<file path="config.mk">
export PLATFORM = sky130hd
export DESIGN_NAME = uart_tx
export DESIGN_NICKNAME = d
export VERILOG_FILES = /design/src/rtl/uart_pkg.sv /design/src/rtl/uart_tx_sync_fifo.sv /design/src/rtl/uart_tx.sv
export SDC_FILE = /design/constraint.sdc
export NUM_CORES = 1
export LEC_CHECK = 0
export ABC_AREA = 1
export BUFFER_PORTS_ARGS = -buffer_cell sky130_fd_sc_hd__buf_2
export CAP_MARGIN = 20
export CORE_MARGIN = 2
export CORE_UTILIZATION = 35
export DETAILED_ROUTE_END_ITERATION = 7
export GPL_TIMING_DRIVEN = 0
export SYNTH_ARGS = -nofsm -noshare
export SYNTH_HDL_FRONTEND = slang
export SYNTH_SLANG_ARGS = --single-unit
</file>
<file path="constraint.sdc">
create_clock -name clk -period 2.9 [get_ports clk]
set_input_delay 0.58 -clock clk [delete_from_list [all_inputs] [get_ports clk]]
set_output_delay 0.58 -clock clk [all_outputs]
set_load 0.02 [all_outputs]
</file>
<file path="src/rtl/uart_pkg.sv">
// ---------------------------------------------------------------------------
// uart_pkg
//
// Shared declarations for the CPU byte-store UART transmit path.
//
// Contents:
//   tx_state_t    - serializer FSM states. PARITY is always declared so the
//                   encoding is identical in every build. Only builds with
//                   UART_TX_PARITY_EN defined ever enter it.
//   UART_TX_ADDR  - store address decoded by the CPU to raise uart_en.
//   clks_per_bit  - clock cycles per serial bit (integer divide).
// ---------------------------------------------------------------------------
package uart_pkg;

    typedef enum logic [2:0] {
        IDLE   = 3'd0,
        START  = 3'd1,
        DATA   = 3'd2,
        PARITY = 3'd3,
        STOP   = 3'd4
    } tx_state_t;

    // The CPU store decode compares against this same constant, so it lives
    // here rather than in either consumer.
    localparam logic [31:0] UART_TX_ADDR = 32'h0002_0020;

    // Any remainder of the divide is dropped. The resulting baud error is
    // the integrator's concern. The result must be at least 2.
    function automatic int unsigned clks_per_bit(input int unsigned clk_freq,
                                                 input int unsigned baud);
        return clk_freq / baud;
    endfunction

endpackage

</file>
<file path="src/rtl/uart_tx_sync_fifo.sv">
// ---------------------------------------------------------------------------
// sync_fifo
//
// Single-clock FIFO with first-word fall-through: dout always shows the
// oldest entry, so a consumer can take the value in the same cycle it pops.
//
// Parameters:
//   WIDTH - entry width in bits.
//   DEPTH - number of entries. Must be a power of 2 and at least 2.
//
// Ports:
//   clk    in   rising-edge clock
//   rst_n  in   asynchronous active-low reset, empties the FIFO
//   push   in   write din this cycle. Ignored when full, unless pop is also
//               accepted in the same cycle.
//   pop    in   discard the head entry. Ignored when empty.
//   din    in   WIDTH  write data
//   dout   out  WIDTH  head entry. Not meaningful while empty.
//   full   out  DEPTH entries held
//   empty  out  no entries held
// ---------------------------------------------------------------------------
module sync_fifo
    import uart_pkg::*;
#(
    parameter int WIDTH = 8,
    parameter int DEPTH = 16
) (
    input  logic             clk,
    input  logic             rst_n,
    input  logic             push,
    input  logic             pop,
    input  logic [WIDTH-1:0] din,
    output logic [WIDTH-1:0] dout,
    output logic             full,
    output logic             empty
);

    localparam int AW = $clog2(DEPTH);

    logic [WIDTH-1:0] mem [DEPTH];

    // The pointers carry one extra wrap bit. Equal pointers mean empty.
    // Pointers that differ only in the wrap bit mean full.
    logic [AW:0] wr_ptr;
    logic [AW:0] rd_ptr;
    logic        do_push;
    logic        do_pop;

    assign empty = (wr_ptr == rd_ptr);
    assign full  = (wr_ptr[AW] != rd_ptr[AW]) &&
                   (wr_ptr[AW-1:0] == rd_ptr[AW-1:0]);

    // A pop in the same cycle frees the slot, so a push while full is still
    // accepted in that cycle.
    assign do_pop  = pop && !empty;
    assign do_push = push && (!full || do_pop);

    assign dout = mem[rd_ptr[AW-1:0]];

    always_ff @(posedge clk or negedge rst_n) begin
        if (!rst_n) begin
            wr_ptr <= '0;
            rd_ptr <= '0;
        end else begin
            if (do_push) begin
                wr_ptr <= wr_ptr + 1'b1;
            end
            if (do_pop) begin
                rd_ptr <= rd_ptr + 1'b1;
            end
        end
    end

    // Storage is not reset. The pointers alone decide which entries are live.
    always_ff @(posedge clk) begin
        if (do_push) begin
            mem[wr_ptr[AW-1:0]] <= din;
        end
    end

endmodule

</file>
<file path="src/rtl/uart_tx.sv">
// ---------------------------------------------------------------------------
// uart_tx
//
// This block is the UART transmit serializer at the end of the CPU
// byte-store path. Every cycle with uart_en high writes uart_tx_data into a
// FIFO. Bytes leave the FIFO one at a time and go out on tx as 8N1 serial,
// LSB first. The write port has no backpressure. A byte written while the
// FIFO is full, with no pop in that cycle, is dropped and sets the sticky
// overflow flag.
//
// Configuration macro:
//   UART_TX_PARITY_EN - if defined, an even-parity bit follows the data bits
//                       and the framing becomes 8E1 (11 bit times).
//                       If undefined, the framing is 8N1 (10 bit times).
//
// Parameters:
//   CLK_FREQ   - clk frequency in Hz
//   BAUD       - line rate. CLK_FREQ/BAUD must be at least 2.
//   FIFO_DEPTH - buffered bytes. Must be a power of 2 and at least 2.
//
// Ports:
//   clk           in   rising-edge system clock
//   rst_n         in   asynchronous active-low reset. It aborts any frame in
//                      progress and discards the buffered bytes.
//   uart_en       in   write strobe, one byte per asserted cycle
//   uart_tx_data  in   8  byte to send, sampled when uart_en is high
//   tx            out  serial line, registered, idles high
//   busy          out  a frame is in progress or bytes are waiting
//   fifo_full     out  FIFO holds FIFO_DEPTH bytes
//   overflow      out  sticky: a write was dropped. Cleared only by reset.
// ---------------------------------------------------------------------------
module uart_tx
    import uart_pkg::*;
#(
    parameter int unsigned CLK_FREQ   = 50_000_000,
    parameter int unsigned BAUD       = 115_200,
    parameter int unsigned FIFO_DEPTH = 16
) (
    input  logic       clk,
    input  logic       rst_n,
    input  logic       uart_en,
    input  logic [7:0] uart_tx_data,
    output logic       tx,
    output logic       busy,
    output logic       fifo_full,
    output logic       overflow
);

    localparam int unsigned CPB   = clks_per_bit(CLK_FREQ, BAUD);
    localparam int          CNT_W = (CPB > 1) ? $clog2(CPB) : 1;
    localparam logic [CNT_W-1:0] BAUD_LAST = CNT_W'(CPB - 1);

    tx_state_t        state;
    logic [CNT_W-1:0] baud_cnt;
    logic [2:0]       bit_cnt;
    logic [7:0]       shift_reg;
    logic             tx_reg;

    logic             fifo_empty;
    logic             fifo_pop;
    logic             fifo_push;
    logic [7:0]       fifo_dout;
    logic             bit_done;

`ifdef UART_TX_PARITY_EN
    logic             parity_bit;
`endif

    assign bit_done = (baud_cnt == BAUD_LAST);

    // A byte is loaded either from IDLE or on the last cycle of a stop bit.
    // The second case lets queued bytes follow each other with no idle gap.
    assign fifo_pop = !fifo_empty &&
                      ((state == IDLE) || ((state == STOP) && bit_done));

    // A push that coincides with the FSM's pop is accepted even when full.
    assign fifo_push = uart_en && (!fifo_full || fifo_pop);

    sync_fifo #(
        .WIDTH (8),
        .DEPTH (int'(FIFO_DEPTH))
    ) u_fifo (
        .clk   (clk),
        .rst_n (rst_n),
        .push  (fifo_push),
        .pop   (fifo_pop),
        .din   (uart_tx_data),
        .dout  (fifo_dout),
        .full  (fifo_full),
        .empty (fifo_empty)
    );

    // The overflow flag records that at least one byte was dropped.
    // Only reset clears it.
    always_ff @(posedge clk or negedge rst_n) begin
        if (!rst_n) begin
            overflow <= 1'b0;
        end else if (uart_en && fifo_full && !fifo_pop) begin
            overflow <= 1'b1;
        end
    end

`ifdef UART_TX_PARITY_EN
    // The parity bit is captured when the byte is loaded. By the time the
    // parity bit is sent, the shift register no longer holds the whole byte.
    always_ff @(posedge clk or negedge rst_n) begin
        if (!rst_n) begin
            parity_bit <= 1'b0;
        end else if (fifo_pop) begin
            parity_bit <= ^fifo_dout;
        end
    end
`endif

    // Serializer FSM. tx_reg is updated at the same edge as each state
    // change, so the line changes one edge after the decision and tx has no
    // combinational path from the inputs. baud_cnt counts 0..CPB-1 within
    // each bit time. bit_cnt counts the data bits.
    always_ff @(posedge clk or negedge rst_n) begin
        if (!rst_n) begin
            state     <= IDLE;
            baud_cnt  <= '0;
            bit_cnt   <= '0;
            shift_reg <= '0;
            tx_reg    <= 1'b1;
        end else begin
            case (state)
                IDLE: begin
                    baud_cnt <= '0;
                    bit_cnt  <= '0;
                    tx_reg   <= 1'b1;
                    if (fifo_pop) begin
                        shift_reg <= fifo_dout;
                        state     <= START;
                        tx_reg    <= 1'b0;
                    end
                end

                START: begin
                    if (bit_done) begin
                        baud_cnt <= '0;
                        state    <= DATA;
                        tx_reg   <= shift_reg[0];
                    end else begin
                        baud_cnt <= baud_cnt + 1'b1;
                    end
                end

                DATA: begin
                    if (bit_done) begin
                        baud_cnt  <= '0;
                        shift_reg <= {1'b0, shift_reg[7:1]};
                        if (bit_cnt == 3'd7) begin
                            bit_cnt <= '0;
`ifdef UART_TX_PARITY_EN
                            state   <= PARITY;
                            tx_reg  <= parity_bit;
`else
                            state   <= STOP;
                            tx_reg  <= 1'b1;
`endif
                        end else begin
                            bit_cnt <= bit_cnt + 3'd1;
                            tx_reg  <= shift_reg[1];
                        end
                    end else begin
                        baud_cnt <= baud_cnt + 1'b1;
                    end
                end

`ifdef UART_TX_PARITY_EN
                PARITY: begin
                    if (bit_done) begin
                        baud_cnt <= '0;
                        state    <= STOP;
                        tx_reg   <= 1'b1;
                    end else begin
                        baud_cnt <= baud_cnt + 1'b1;
                    end
                end
`endif

                STOP: begin
                    if (bit_done) begin
                        baud_cnt <= '0;
                        if (fifo_pop) begin
                            shift_reg <= fifo_dout;
                            state     <= START;
                            tx_reg    <= 1'b0;
                        end else begin
                            state  <= IDLE;
                            tx_reg <= 1'b1;
                        end
                    end else begin
                        baud_cnt <= baud_cnt + 1'b1;
                    end
                end

                default: begin
                    baud_cnt <= '0;
                    bit_cnt  <= '0;
                    state    <= IDLE;
                    tx_reg   <= 1'b1;
                end
            endcase
        end
    end

    assign tx   = tx_reg;
    assign busy = (state != IDLE) || !fifo_empty;

endmodule

</file>
# == Word-level counts from Yosys, hierarchy flattened ==
# Memories as Yosys holds them, arrays and structs flattened.
# Index checks and enable logic that the tools add are counted.
# word_totals
ram_bits,128
reg_bits,35
inputBits,11
mem_bits_ro,0
mem_count,1
latchBits,0
# memory_table
name,depth,width,rd,rd_clocked_by_memory_dff,write_ports,line,text
u_fifo.mem,16,8,1,0,1,uart_tx_sync_fifo.sv:40,logic [WIDTH-1:0] mem [DEPTH];
# op_classes
shift,0
n_lt_le_gt_ge,0
n_eq_ne,13
div,0
bitwise_logic,1
n_mul,0
n_reduce_logical,24
muxes,24
addsub,4
# op_table
operator,n
$mux W8,3
$pmux W8 S3,1
$mux W3,7
$mux W9,2
$pmux W3 S4,1
$add A5 B1 Y5 const B,2
$ne A2 B2 Y1 const B,5
$add A9 B1 Y9 const B,1
$eq A9 B9 Y1 const B,1
$logic_and A1 B1 Y1,8
$mux W1,8
$eq A3 B3 Y1 const B,2
$pmux W3 S2,1
$reduce_and A3 Y1,2
$reduce_bool A3 Y1,2
$eq A5 B5 Y1,1
$reduce_and A5 Y1,1
$eq A4 B4 Y1,1
$logic_or A1 B1 Y1,4
$pmux W1 S4,1
$add A3 B1 Y3 const B,1
$eq A3 B1 Y1 const B,1
$eq A3 B2 Y1 const B,1
$logic_not A1 Y1,3
6 further kinds,6

# == Logic depth before layout (Yosys ltp) ==
# Gate-level depths: netlist (run 1).
# depth
word_depth,9
depth_mapped,12
ltp_nobuf,11

# == Cells and area by module ==
# A second synthesis (run 1) with hierarchy kept.
# hier_totals
cells_unflattened,686
hier_area_um2,7188.1
# modules_own_cells
module,n_inst,seq_area_each_um2,cells_each,area_each_um2
sync_fifo,1,4093.9,511,5830.6
uart_tx,1,626.9,175,1357.6

# == Worst setup path after synthesis (run 1) ==
# Ideal clock, no wire load.
# synth_timing
kind,register to register
from,reg baud_cnt[1]
to,mem u_fifo.mem[10][0] (enable)
stages_incl_launch_ff,12
setup_slack_ns,0.561
arrival_time_ns,1.955
setup_time_ns,0.383
path_buffers,1
t_required_ns,2.517
period_less_slack_ns,2.339
path_cell_list,dfrtp_1 inv_1 ha_1 nand2_1 nor2_1 nand2_2 a21oi_4 nand2_4 nand2_4 nand2_4 buf_6 nor3_1
# synth_via
elab_chain_len,9
elab_cells_between_ends,11
# synth_lines
element,line,text
"start, declared",uart_tx.sv:54,logic [CNT_W-1:0] baud_cnt;
"start signal, assigned",uart_tx.sv:145,baud_cnt <= baud_cnt + 1'b1;
"start signal, assigned",uart_tx.sv:167,baud_cnt <= baud_cnt + 1'b1;
"start signal, assigned",uart_tx.sv:195,baud_cnt <= baud_cnt + 1'b1;
$eq A9 B9 Y1 *,uart_tx.sv:69,assign bit_done = (baud_cnt == BAUD_LAST);
$logic_and A1 B1 Y1 *,uart_tx.sv:74,((state == IDLE) || ((state == STOP) && bit_done));
$logic_or A1 B1 Y1 *,uart_tx.sv:74,
$logic_and A1 B1 Y1 *,uart_tx.sv:73,assign fifo_pop = !fifo_empty &&
$logic_or A1 B1 Y1 / $logic_and A1 B1 Y1 (equally long branches),"uart_tx.sv:77, uart_tx_sync_fifo.sv:55",
$logic_and A1 B1 Y1 / $logic_or A1 B1 Y1 (equally long branches),"uart_tx.sv:77, uart_tx_sync_fifo.sv:56",
$logic_and A1 B1 Y1 *,uart_tx_sync_fifo.sv:56,assign do_push = push && (!full || do_pop);
$mux W1 *,uart_tx_sync_fifo.sv:76,if (do_push) begin
$mux W1 (not written as such) *,uart_tx_sync_fifo.sv:77,mem[wr_ptr[AW-1:0]] <= din;
"end, declared",uart_tx_sync_fifo.sv:40,
# Mark *: on every way between the ends. The rest lies on a longest branch, timed or not.

# == Worst setup path after layout (run 1) ==
# layout_timing
from,reg baud_cnt[1]
to,mem u_fifo.mem[9][4] (enable)
# Same word-level chain as after synthesis.

==> results.sh, run 1 <==
export IMPL_drive_gt1_share_pct=12.2
export IMPL_synth_common_cells="nand2_1, edfxtp_1, inv_1"
export IMPL_die_h_um=149
export IMPL_syn_area_mm2=0.00735
export IMPL_clockRootBuffer="clkbuf_16"
export IMPL_routed_wirelength_mm=16.7
export IMPL_avgRoutedWirePerCell_um=15.5
export IMPL_ios=15
export IMPL_status="finished, final reports clean"
export IMPL_final_cells=1076
export IMPL_synth_area_top_cells="edfxtp_1, dfrtp_1, nand2_1"
export IMPL_worst_hold_slack_ns=0.231
export IMPL_layout_setup_ws_ns=0.271
export IMPL_synth_ff_type="edfxtp_1"
export IMPL_leakage_uw=0.00362
export IMPL_clock_sinks=163
export IMPL_seq_area_frac_synth_pct=64.2
export IMPL_vias=5044
export IMPL_synth_seq_cells=163
export IMPL_worstPathRequired_ns=3.02
export IMPL_port_buffers=14
export IMPL_max_freq_mhz=380
export IMPL_fill_cells=2053
export IMPL_endpoint_kind="register"
export IMPL_area_growth_pct=14.9
export IMPL_grt_start_max_net_pins=36
export IMPL_cp_arrival_ns=2.75
export IMPL_post_cts_buffers=0
export IMPL_coreArea_mm2=0.0208
export IMPL_cts_path_max_buffers=2
export IMPL_start_util_pct=35.3
export IMPL_overflow=0
export IMPL_antenna_found_initial=0
export IMPL_clk_latency_ns=0.43
export IMPL_netlist_area_leader_share_pct=52.3
export IMPL_cp_max_fo=10
export IMPL_ys_types=34
export IMPL_reg2reg_depth=12
export IMPL_n_antenna_cell=0
export IMPL_synthArstFlopShare_pct=21.5
export IMPL_numCtsBuffers=17
export IMPL_slew_headroom_pct=47.3
export IMPL_htree_levels=4
export IMPL_synth_top_area_cell="edfxtp_1"
export IMPL_slew_viol_final=0
export IMPL_avgViaCountPerCell=4.69
export IMPL_fp_dieW_um=149
export IMPL_hold_class="in -> async"
export IMPL_place_ws_ns=0.196
export IMPL_vdd_drop_max_mv=0.513
export IMPL_period_minus_slack_ns=2.63
export IMPL_utilization_pct=40.6
export IMPL_drcViolationCount=0
export IMPL_finalHoldViolCount=0
export IMPL_nNetsFinal=809
export IMPL_drtAntennaViolNets=0
export IMPL_fin_skew_ns=0.0116
export IMPL_dr_first_iter_drc_count=346
export IMPL_hpwl_mm=11.5
export IMPL_power_density_mw_per_mm2=975
export IMPL_grt_pass1_wl_mm=26.1
export IMPL_period_share_pct=90.6
export IMPL_critical_path_class="reg -> reg"
export IMPL_cap_violations=0
export IMPL_firstDrtPassIters=5
export IMPL_finalSetupViolations=0
export IMPL_grt_pass1_vias=4772
export IMPL_grt_total_usage_pct=15.7
export IMPL_synth_edf_count=128
export IMPL_yosysMostFrequentCell="nand2_1"
export IMPL_num_rows=53
export IMPL_p_total_uw=8240
export IMPL_dp_cells=1045
export IMPL_setup_worst_path_start_class="register"
export IMPL_multiInputGateArea_mm2=0.00211
export IMPL_rsz0062_at_grt="false"
export IMPL_synth_avg_cell_area_um2=9.93
export IMPL_largest_reg_flops=128
export IMPL_netlist_instances=741
export IMPL_die_area_mm2=0.0222
export IMPL_seq_area_mm2=0.00472
export IMPL_ys_warn_count=0
export IMPL_worst_pin_slew_ns=0.790
export IMPL_cts_tree="built"
export IMPL_clk_pin_slew_ns=0.06
export IMPL_synth_nets=761
export IMPL_routabilityCongestion=0.808
timing repair:
| action | CTS | global route |
|---|---|---|
| endpoints found under the setup margin | 0 | 2 |
| hold buffers | 0 | 0 |
| resized for setup | 0 | 1 |
| hold endpoints to repair | 0 | 0 |
placed cells by master, fill, tap and decap left out, types with 4 or more instances in the layout:
master | synthesis | final
a21oi_1 | 20 | 20
nand2_2 | 5 | 5
ha_1 | 9 | 9
o21ai_0 | 18 | 18
inv_2 | 4 | 4
xnor2_1 | 4 | 4
buf_4 | 1 | 6
buf_2 | 14 | 38
nor2_2 | 4 | 4
clkbuf_1 | 7 | 8
edfxtp_1 | 128 | 128
nand2_1 | 213 | 213
clkbuf_16 | 0 | 17
nor3_1 | 19 | 18
buf_1 | 4 | 4
xor2_1 | 6 | 6
nor2_1 | 40 | 40
inv_1 | 97 | 97
clkinvlp_4 | 0 | 6
dfrtp_1 | 34 | 34
nand3_1 | 92 | 92
area by class of cell:
cell class / instances / share of cell area (%)
timing repair buffer: 29 / 1.87
tap: 275 / 4.07
inverter: 102 / 4.53
clock buffer: 18 / 5.08
sequential: 163 / 55.9
multi-input combinational: 448 / 25.0
buffer: 28 / 1.67
clock inverter: 13 / 1.91
stage by stage:
stage                     setup TNS [ns]  instance area [µm²]
after CTS                              0                 8450
after global routing                   0                 8450
after global placement            -0.146                 7770
final                                  0                 8450
after detailed placement               0                 7860
after floorplan                        0                 7350
metal layers:
| metal | part of all wire, % | routed length, µm | vias up | GRT usage [%] |
|---|---|---|---|---|
| met2 | 47 | 7890 | 97 | 25.2 |
| met1 | 46 | 7740 | 2399 | 21.0 |
| met4 | 2.6 | 432 | 0 | 6.48 |
| li1 | - | - | 2520 | - |
| met3 | 3.9 | 646 | 28 | 3.06 |
| met5 | 0 | 0 | - | 0 |
power breakdown:
group	internal [µW]	switching, µW	total, µW	leakage, µW
Combinational	892	2040	2940	0.00175
Clock	1350	911	2260	0.000268
Sequential	2870	182	3050	0.00161
path summary, 6_finish.rpt:
check | slack, ns | start | to
min in group clk | 0.47 | overflow | overflow
hold reg to reg | 0.47 | overflow | overflow
max in group asynchronous | 2.16 | rst_n | shift_reg[3]
setup / recovery | 0.27 | baud_cnt[1] | u_fifo.mem[9][4]
hold / removal | 0.23 | rst_n | baud_cnt[3]
setup reg to reg | 0.27 | baud_cnt[1] | u_fifo.mem[9][4]
cell families after synthesis:
kind of cell    Yosys count  synth area share (%)
buf+inv                 130                  7.13
flops                   163                  64.2
fa+ha+maj                 9                  1.53
xor+xnor                 10                  1.19
compound gates           47                  3.62
simple gates            382                  22.3
worst max-delay path, stage by stage, from the launching register on:
cell	delay, ns
dfrtp_1	0.40
inv_1	0.06
ha_1	0.16
nand2_1	0.06
nor2_1	0.12
nand2_2	0.12
a21oi_4	0.15
nand2_4	0.13
nand2_4	0.12
nand2_4	0.06
buf_6	0.14
nor3_1	0.46
buf_2	0.33
No activity file was read; power rests on OpenSTA's default activity.
==> inputs of run 2 (changes only) <==
==> constraint.sdc (replaced) <==
create_clock -name clk -period 2.7 [get_ports clk]
set_input_delay 0.54 -clock clk [delete_from_list [all_inputs] [get_ports clk]]
set_output_delay 0.54 -clock clk [all_outputs]
set_load 0.02 [all_outputs]
==> results.sh, run 2 (synthesized netlist as in run 1, its figures left out) <==
export IMPL_status="finished, final reports clean"
export IMPL_grt_pass1_wl_mm=26.2
export IMPL_n_antenna_cell=0
export IMPL_grt_pass1_vias=4783
export IMPL_final_common_cell="nand2_1"
export IMPL_cp_arrival_ns=2.71
export IMPL_antenna_found_initial=0
export IMPL_vdd_drop_max_mv=0.552
export IMPL_slew_viol_final=0
export IMPL_hpwl_mm=11.5
export IMPL_clock_sinks=163
export IMPL_drive_gt1_share_pct=12.7
export IMPL_cts_tree="built"
export IMPL_rsz0062_at_grt="true"
export IMPL_period_share_pct=96.0
export IMPL_hold_class="in -> async"
export IMPL_drtAntennaViolNets=0
export IMPL_critical_path_class="reg -> reg"
export IMPL_endpoint_kind="register"
export IMPL_crit_buf_inv=3
export IMPL_firstDrtPassIters=4
export IMPL_area_growth_pct=15.2
export IMPL_cp_slowest_cell="nor3_1"
export IMPL_worstPathRequired_ns=2.82
export IMPL_finalSetupViolations=0
export IMPL_path_cells="inv_1 -> ha_1 -> nand2_1 -> nor2_1 -> nand2_2 -> a21oi_4 -> nand2_4 -> nand2_4 -> nand2_4 -> buf_6 -> nor3_1 -> buf_2"
export IMPL_avgViaCountPerCell=4.70
export IMPL_cts_path_max_buffers=2
export IMPL_fin_skew_ns=0.00966
export IMPL_cap_violations=0
export IMPL_crit_start="baud_cnt[1]"
export IMPL_max_freq_mhz=386
export IMPL_worst_pin_slew_ns=0.788
export IMPL_htree_levels=4
export IMPL_setup_worst_path_start_class="register"
export IMPL_drcViolationCount=0
export IMPL_ios=15
export IMPL_max_stage_delay_ns=0.44
export IMPL_vias=5056
export IMPL_routabilityCongestion=0.808
export IMPL_routed_wirelength_mm=16.7
export IMPL_leakage_uw=0.00363
export IMPL_dr_first_iter_drc_count=350
export IMPL_cp_max_fo=10
export IMPL_clockRootBuffer="clkbuf_16"
export IMPL_nNetsFinal=809
export IMPL_power_density_mw_per_mm2=1050
export IMPL_port_buffers=14
export IMPL_avgRoutedWirePerCell_um=15.5
export IMPL_period_minus_slack_ns=2.59
export IMPL_layout_setup_ws_ns=0.109
export IMPL_fp_dieW_um=149
export IMPL_path_delay_family="simple AND/OR/NAND/NOR gates"
export IMPL_cp_common_cell="nand2_4"
export IMPL_mostFrequentLayoutCells="nand2_1, edfxtp_1, inv_1"
export IMPL_place_ws_ns=-0.00372
export IMPL_die_h_um=149
export IMPL_overflow=0
export IMPL_largest_reg_flops=128
export IMPL_start_util_pct=35.3
export IMPL_grt_total_usage_pct=15.7
export IMPL_finalHoldViolCount=0
export IMPL_slew_headroom_pct=47.2
export IMPL_clk_latency_ns=0.43
export IMPL_utilization_pct=40.7
export IMPL_die_area_mm2=0.0222
export IMPL_num_rows=53
export IMPL_numCtsBuffers=17
export IMPL_clk_pin_slew_ns=0.07
export IMPL_grt_start_max_net_pins=36
export IMPL_coreArea_mm2=0.0208
export IMPL_r2r_start="baud_cnt[1]"
==> run 2: cell count changes in the layout (fill, tap and decap cells not counted) <==
cell	change
nor3_1	-4
nor3_2	+4
==> run 2: final timing paths <==
path	to	cells past startpoint	slack (ns)
worst max-delay path	u_fifo.mem[9][4]	12	0.11
worst min-delay path	baud_cnt[5]	1	0.19
worst max register to register	u_fifo.mem[9][4]	12	0.11
worst min register to register	overflow	1	0.47
max in group asynchronous	shift_reg[3]	1	2.00
min in group clk	u_fifo.wr_ptr[4]	3	0.43
==> run 2: cell type report <==
type / instances / area [µm²]
tap: 275 / 344
timing repair buffer: 29 / 158
sequential: 163 / 4720
multi-input combinational: 448 / 2130
clock buffer: 18 / 429
fill: 2049 / 12400
inverter: 102 / 383
buffer: 28 / 141
clock inverter: 13 / 161
==> run 2: through the flow <==
stage | hold WS (ns) | area (µm²) | setup TNS [ns] | cells | power (µW)
finish | 0.185 | 8470 | 0 | 1076 | 8860
global route | 0.247 | 8470 | -0.525 | 1076 | 9430
CTS | 0.209 | 8450 | 0 | 1076 | 8880
detailed placement | 0.456 | 7860 | -0.0147 | 1045 | 6460
global placement | 0.448 | 7770 | -17.44 | 1030 | 6400
floorplan | 0.244 | 7350 | 0 | 741 | 5480
==> run 2: layer usage <==
| metal | part of all wire, % | vias to the layer above | global-route usage, % |
|---|---|---|---|
| met5 | 0 | - | 0 |
| met4 | 2.7 | 0 | 6.48 |
| met3 | 3.9 | 27 | 3.06 |
| met2 | 47 | 98 | 25.2 |
| met1 | 46 | 2411 | 21.0 |
| li1 | - | 2520 | - |
==> run 2: repair_timing <==
action / in CTS / in global routing
endpoints found under the setup margin: 4 / 39
buffers inserted: 0 / 0
hold buffers: 0 / 0
resized for setup: 1 / 4
==> run 2: worst reg2reg max path: stages, from the launching register on <==
cell and delay [ns]:
dfrtp_1 0.40, inv_1 0.06, ha_1 0.16, nand2_1 0.06, nor2_1 0.12, nand2_2 0.12, a21oi_4 0.16, nand2_4 0.13
nand2_4 0.12, nand2_4 0.07, buf_6 0.14, nor3_1 0.44, buf_2 0.32
==> run 2: where the power goes <==
group          switching, µW  internal [µW]
registers                193           3080
logic                   2200            961
clock network            981           1450
